### config.mk
export PLATFORM = sky130hd
export DESIGN_NAME = lfsr_rand_gen
export DESIGN_NICKNAME = d
export VERILOG_FILES = /design/src/rtl/lfsr_pkg.sv /design/src/rtl/lfsr_range_map.sv /design/src/rtl/lfsr_rand_gen.sv
export SDC_FILE = /design/constraint.sdc
export NUM_CORES = 1
export LEC_CHECK = 0
export CAP_MARGIN = 20
export CORE_ASPECT_RATIO = 0.75
export CORE_MARGIN = 8
export CORE_UTILIZATION = 56
export CTS_BUF_LIST = sky130_fd_sc_hd__clkbuf_2 sky130_fd_sc_hd__clkbuf_4 sky130_fd_sc_hd__clkbuf_8
export CTS_CLUSTER_SIZE = 40
export DETAILED_ROUTE_END_ITERATION = 10
export DONT_BUFFER_PORTS = 1
export HOLD_SLACK_MARGIN = 0.06
export PLACE_DENSITY_LB_ADDON = 0.3
export SYNTH_ARGS = -nofsm -noshare
export SYNTH_HDL_FRONTEND = slang
export SYNTH_SLANG_ARGS = --single-unit
### constraint.sdc
create_clock -name clk -period 10.5 [get_ports clk]
set_input_delay 0.525 -clock clk [delete_from_list [all_inputs] [get_ports clk]]
set_output_delay 0.525 -clock clk [all_outputs]
set_load 0.01 [all_outputs]
### src/rtl/lfsr_pkg.sv
// lfsr_pkg: shared helpers for the XNOR Fibonacci LFSR generators.
//   LFSR_MAX_W        widest supported LFSR state
//   LFSR_LEGAL_WIDTHS state widths that have a maximal-length tap set
//   lfsr_width_legal  true when a width is listed in LFSR_LEGAL_WIDTHS
//   lfsr_taps         tap mask (bit i = 1-based tap i+1) for a legal width
//   lfsr_next         one XNOR-feedback shift step; the register length is
//                     taken from the highest tap present in the mask
package lfsr_pkg;

  localparam int unsigned LFSR_MAX_W = 32;

  // Element 0 is the narrowest width.
  localparam logic [3:0][7:0] LFSR_LEGAL_WIDTHS = {8'd32, 8'd24, 8'd16, 8'd8};

  function automatic logic lfsr_width_legal(input int unsigned width);
    logic ok;
    ok = 1'b0;
    for (int i = 0; i < 4; i++) begin
      if (32'(LFSR_LEGAL_WIDTHS[i]) == width) begin
        ok = 1'b1;
      end else begin
        ok = ok;
      end
    end
    return ok;
  endfunction

  function automatic logic [LFSR_MAX_W-1:0] lfsr_taps(input int unsigned width);
    logic [LFSR_MAX_W-1:0] mask;
    case (width)
      32'd8:   mask = 32'h0000_00B8;  // taps 8,6,5,4
      32'd16:  mask = 32'h0000_D008;  // taps 16,15,13,4
      32'd24:  mask = 32'h00E1_0000;  // taps 24,23,22,17
      32'd32:  mask = 32'h8020_0003;  // taps 32,22,2,1
      default: mask = 32'h0000_0000;
    endcase
    return mask;
  endfunction

  function automatic logic [LFSR_MAX_W-1:0] lfsr_next(input logic [LFSR_MAX_W-1:0] state,
                                                      input logic [LFSR_MAX_W-1:0] mask);
    logic [LFSR_MAX_W-1:0] keep;
    logic                  fb;
    // A bit belongs to the register when some tap sits at or above it.
    for (int i = 0; i < 32; i++) begin
      keep[i] = |(mask >> i);
    end
    fb = ~^(state & mask);
    return ((state << 1) | {31'h0, fb}) & keep;
  endfunction

endpackage

### src/rtl/lfsr_range_map.sv
// lfsr_range_map: maps a uniform OUT_W-bit value onto [min_i, max_i] with a
// multiply-high (no division, no modulo bias beyond the truncation).
//   r_i      raw random value
//   min_i    inclusive lower bound
//   max_i    inclusive upper bound; max_i < min_i collapses the range to min_i
//   value_o  min_i + (r_i * span) >> OUT_W, truncated to OUT_W bits
module lfsr_range_map #(
  parameter int unsigned OUT_W = 8
) (
  input  logic [OUT_W-1:0] r_i,
  input  logic [OUT_W-1:0] min_i,
  input  logic [OUT_W-1:0] max_i,
  output logic [OUT_W-1:0] value_o
);

  logic [OUT_W:0]   span_s;
  logic [2*OUT_W:0] prod_s;

  // Span needs one extra bit so the full range (2^OUT_W) is representable.
  always_comb begin
    span_s = (OUT_W+1)'(1'b1);
    if (max_i < min_i) begin
      span_s = (OUT_W+1)'(1'b1);
    end else begin
      span_s = {1'b0, max_i} - {1'b0, min_i} + (OUT_W+1)'(1'b1);
    end
    prod_s  = (2*OUT_W+1)'(r_i) * (2*OUT_W+1)'(span_s);
    value_o = OUT_W'({1'b0, min_i} + prod_s[2*OUT_W:OUT_W]);
  end

endmodule

### src/rtl/lfsr_rand_gen.sv
// lfsr_rand_gen: XNOR Fibonacci LFSR feeding a one-entry valid/ready output
// register with runtime seeding, lockup recovery and range mapping.
//   clk, rst      clock, asynchronous active-high reset
//   seed_load_i   load seed_i (discards any pending value)
//   seed_i        new LFSR state; all-ones is replaced by SEED_DEFAULT
//   min_i, max_i  inclusive output range, sampled when a new value loads
//   rand_valid_o  rand_o/state_o hold an unconsumed value
//   rand_ready_i  consumer takes rand_o this cycle
//   rand_o        range-mapped value derived from state_o
//   state_o       LFSR state behind rand_o
//   lockup_o      one-cycle pulse when an all-ones state was replaced
module lfsr_rand_gen
  import lfsr_pkg::*;
#(
  parameter int unsigned WIDTH        = 32,
  parameter int unsigned OUT_W        = 8,
  parameter logic [31:0] SEED_DEFAULT = 32'hAE1F_B42C
) (
  input  logic             clk,
  input  logic             rst,
  input  logic             seed_load_i,
  input  logic [WIDTH-1:0] seed_i,
  input  logic [OUT_W-1:0] min_i,
  input  logic [OUT_W-1:0] max_i,
  output logic             rand_valid_o,
  input  logic             rand_ready_i,
  output logic [OUT_W-1:0] rand_o,
  output logic [WIDTH-1:0] state_o,
  output logic             lockup_o
);

  localparam logic [WIDTH-1:0]      SEED_W   = WIDTH'(SEED_DEFAULT);
  localparam logic [LFSR_MAX_W-1:0] TAP_MASK = lfsr_taps(WIDTH);

  if (!lfsr_width_legal(WIDTH)) begin : g_bad_width
    $error("lfsr_rand_gen: WIDTH must be 8, 16, 24 or 32");
  end
  if ((OUT_W < 1) || (OUT_W > WIDTH)) begin : g_bad_out_w
    $error("lfsr_rand_gen: OUT_W must lie in 1..WIDTH");
  end
  if (SEED_W == {WIDTH{1'b1}}) begin : g_bad_seed
    $error("lfsr_rand_gen: SEED_DEFAULT must not be all-ones");
  end

  logic [WIDTH-1:0] state_r;
  logic [WIDTH-1:0] state_out_r;
  logic [OUT_W-1:0] rand_r;
  logic             valid_r;
  logic             lockup_r;
  logic [WIDTH-1:0] nxt_s;
  logic             load_s;
  logic [OUT_W-1:0] mapped_s;

  // Next LFSR state and output-register load enable.
  always_comb begin
    nxt_s  = WIDTH'(lfsr_next(32'(state_r), TAP_MASK));
    load_s = !valid_r || rand_ready_i;
  end

  lfsr_range_map #(
    .OUT_W (OUT_W)
  ) u_map (
    .r_i     (nxt_s[WIDTH-1 -: OUT_W]),
    .min_i   (min_i),
    .max_i   (max_i),
    .value_o (mapped_s)
  );

  // LFSR state, output register and lockup pulse; seed load beats recovery beats load.
  always_ff @(posedge clk or posedge rst) begin
    if (rst) begin
      state_r     <= SEED_W;
      state_out_r <= '0;
      rand_r      <= '0;
      valid_r     <= 1'b0;
      lockup_r    <= 1'b0;
    end else begin
      lockup_r <= 1'b0;
      if (seed_load_i) begin
        valid_r <= 1'b0;
        if (&seed_i) begin
          state_r  <= SEED_W;
          lockup_r <= 1'b1;
        end else begin
          state_r <= seed_i;
        end
      end else if (&state_r) begin
        // XNOR LFSRs stick at all-ones; reseed and keep the output as is.
        state_r  <= SEED_W;
        lockup_r <= 1'b1;
      end else if (load_s) begin
        state_r     <= nxt_s;
        state_out_r <= nxt_s;
        rand_r      <= mapped_s;
        valid_r     <= 1'b1;
      end else begin
        state_r <= state_r;
      end
    end
  end

  assign rand_valid_o = valid_r;
  assign rand_o       = rand_r;
  assign state_o      = state_out_r;
  assign lockup_o     = lockup_r;

endmodule

==> flow_summary.yaml <==
clocking:
  cts-buffers-inserted: 9
  clkLatencyLatePin_ns: 0.36
  ctsRootBufferMaster: "clkbuf_8"
  cts_hold_buf: 0
  cts_resized: 0
  clk_pin_slew_ns: 0.08
  cts_buffer_depth: 2
  htree_levels: 3
  clock_sinks: 74
  cts_setup_buffers: 0
  cts_tree: "built"
layout:
  drive_gt1_frac: 0.0703
  nNetsFinal: 874
  fillers: 935
  area_growth_pct: 4.72
  final_core_util: 0.598
  final_cell_mix: "151 x nand2_1, 73 x inv_1, 57 x ha_1, 57 x dfrtp_1, 55 x nor2_1"
  diodes: 0
  final_common_cell: "nand2_1"
synth:
  synth_top_area_cell: "dfrtp_1"
  synth_cells: 728
  synth_compound_area_frac: 0.126
  synthMuxAreaShare: 0.00343
  yosys_warnings: 0
  postSynthAreaPerCell_um2: 8.51
  ys_ff_latch: 74
  syn-num-nets: 882
  synth_flop_cell: "dfrtp_1"
  synth.top_cell.area_share: 0.230
  synth-simple-area-share: 0.209
  synth_fa_ha_area_frac: 0.260
  ys_types: 51
  synth_seq_area_share: 0.302
  synth-xor-area-share: 0.0347
  synthArstFlopShare: 1.00
  synthTopCellsByArea: "dfrtp_1 23%, fa_1 15%, ha_1 12%"
  synth_top_family_by_area: "adder cells"
  synth_area_um2: 6200
  synth_edf_count: 0
detailed_routing:
  drt-met1-wl_um: 7070
  first_pass_iters: 5
  wire_per_inst_um: 19.0
  met3_length_um: 2140
  via_count: 5174
  wl_met2_um: 6980
  via_per_inst: 5.98
  ant_nets: 0
  drt-initial-drc-count: 530
  routed_wl_um: 16400
  top_layer_used: "met4"
  drc: 0
sta:
  fin_crit_ns: 7.44
  worstMarginPinSlew_ns: 0.898
  grt_setup_unrepaired: "no"
  max_freq_ghz: 0.134
  setup_viol: 0
  hold_violations: 0
  min_period_over_period: 0.708
  final.setup_skew_ns: 0.0102
  slew_viol_final: 0
  relSlewSlack: 0.402
  fin_tns_setup_ns: 0
pwr:
  p_seq_frac: 0.266
  p_per_area_nw_per_um2: 241
  p_clk_frac: 0.127
  p_int_w: 0.000838
  switchingPower_w: 0.000726
  switching_share: 0.464
  ir_drop_mv: 0.155
  combPwrFrac: 0.606
  leakagePower_nw: 3.18
worst_setup_path:
  worstPathRequired_ns: 10.79
  critPathMaxFanout: 33
  arrival_ns: 7.73
  criticalPathCategory: "primary input to register"
  critPathLaunchType: "primary input"
  reg2reg_slack_ns: 4.31
  end_kind: "register"
  slowest_stage: "fa_1"
  cp_common_cell: "inv_1"
  critPathMaxStageDelay_ns: 0.54
die:
  die_h_um: 107
  io_pins: 94
  die_x_um: 137
  initial_core_util: 0.571
  die_area_um2: 14700
  num_rows: 33
  coreArea_um2: 10900
status:
  status: "finished clean"
worst_hold_path:
  min_path_type: "primary input to async pin"
placed_design:
  portBuffers: 0
  gp_congestion: 0.875
  dp_hpwl_um: 13000
grt:
  grt_start_max_net_pins: 49
  antenna_found_initial: 0
  grt_pass1_vias: 5071
  grt_overflow_total: 0
  grt.total_usage: 0.230
  grt_pass1_wl_um: 26600
job:
  maxCapViolations: 0
==> area by class of cell <==
cell class	count	area, µm²	area share
multi-input combinational	552	3930	0.605
sequential	74	1870	0.289
inverter	77	289	0.0445
tap	140	175	0.0270
clock buffer	11	145	0.0224
timing repair buffer	6	48.8	0.00752
clock inverter	5	30.0	0.00463
==> stage by stage <==
stage | instances | worst slack, ns | total power (W) | instance area, µm² | hold slack, ns
5_1_grt | 865 | 2.50 | 0.00172 | 6490 | 0.121
2_1_floorplan | 728 | 3.45 | 0.00113 | 6200 | 0.471
6_report | 865 | 3.06 | 0.00156 | 6490 | 0.0843
3_3_place_gp | 848 | 2.77 | 0.00133 | 6300 | 0.476
3_5_place_dp | 848 | 2.70 | 0.00136 | 6300 | 0.481
4_1_cts | 864 | 3.05 | 0.00157 | 6480 | 0.0944
==> cells in the mapped netlist (all sizes together), types with 17 or more instances <==
| cell | count |
|---|---|
| clkbuf | 22 |
| nand2 | 151 |
| and2 | 19 |
| nor2 | 56 |
| nor3 | 25 |
| fa | 45 |
| dfstp | 17 |
| a21oi | 47 |
| inv | 76 |
| dfrtp | 57 |
| nand4 | 18 |
| ha | 57 |
| o21ai | 50 |
==> final timing paths <==
kind / depth (start not counted) / end / startpoint
min in group clk: 1 / rand_valid_o / seed_load_i
worst max-delay path: 33 / rand_o[7] / min_i[2]
worst min register to register: 2 / state_r[31] / state_r[31]
max in group asynchronous: 2 / state_o[17] / rst
worst min-delay path: 1 / state_o[24] / rst
worst max register to register: 23 / rand_o[7] / state_r[27]
==> flip-flops by register name (all words and copies together), names as in the netlist <==
name          count
rand_valid_o      1
state_r          32
rand_o            8
lockup_o          1
state_o          32
==> critical path: cells and delay by family <==
family                     cells  cell delay [ns]
and+or+nand+nor                7             0.91
xor gates and xnor gates       2             0.38
AOI/OAI and AO/OA              9             2.38
buffers and inverters          7             0.58
adders and majority gates      8             2.92
==> cells by family (layout without fill, tap and decap cells) <==
logic type	count (synthesis)	after routing
and+or+nand+nor	294	294
AOI/OAI and AO/OA	131	131
adders and majority gates	102	102
buffers and inverters	102	99
DFF	74	74
xor gates and xnor gates	23	23
muxes	2	2
==> power by group through the flow <==
stage | clock network, W | logic, W | registers, W
6_report | 0.000199 | 0.000949 | 0.000417
5_1_grt | 0.000214 | 0.00108 | 0.000424
4_1_cts | 0.000201 | 0.000947 | 0.000417
3_5_place_dp | 0 | 0.000940 | 0.000422
3_3_place_gp | 0 | 0.000911 | 0.000420
2_1_floorplan | 0 | 0.000730 | 0.000399
==> per-layer routing <==
layer / vias up / track usage
met5: - / 0
met4: 0 / 0.0611
met3: 32 / 0.0794
met2: 267 / 0.326
met1: 2491 / 0.326
li1: 2384 / -
No activity file was read; power rests on OpenSTA's default activity.
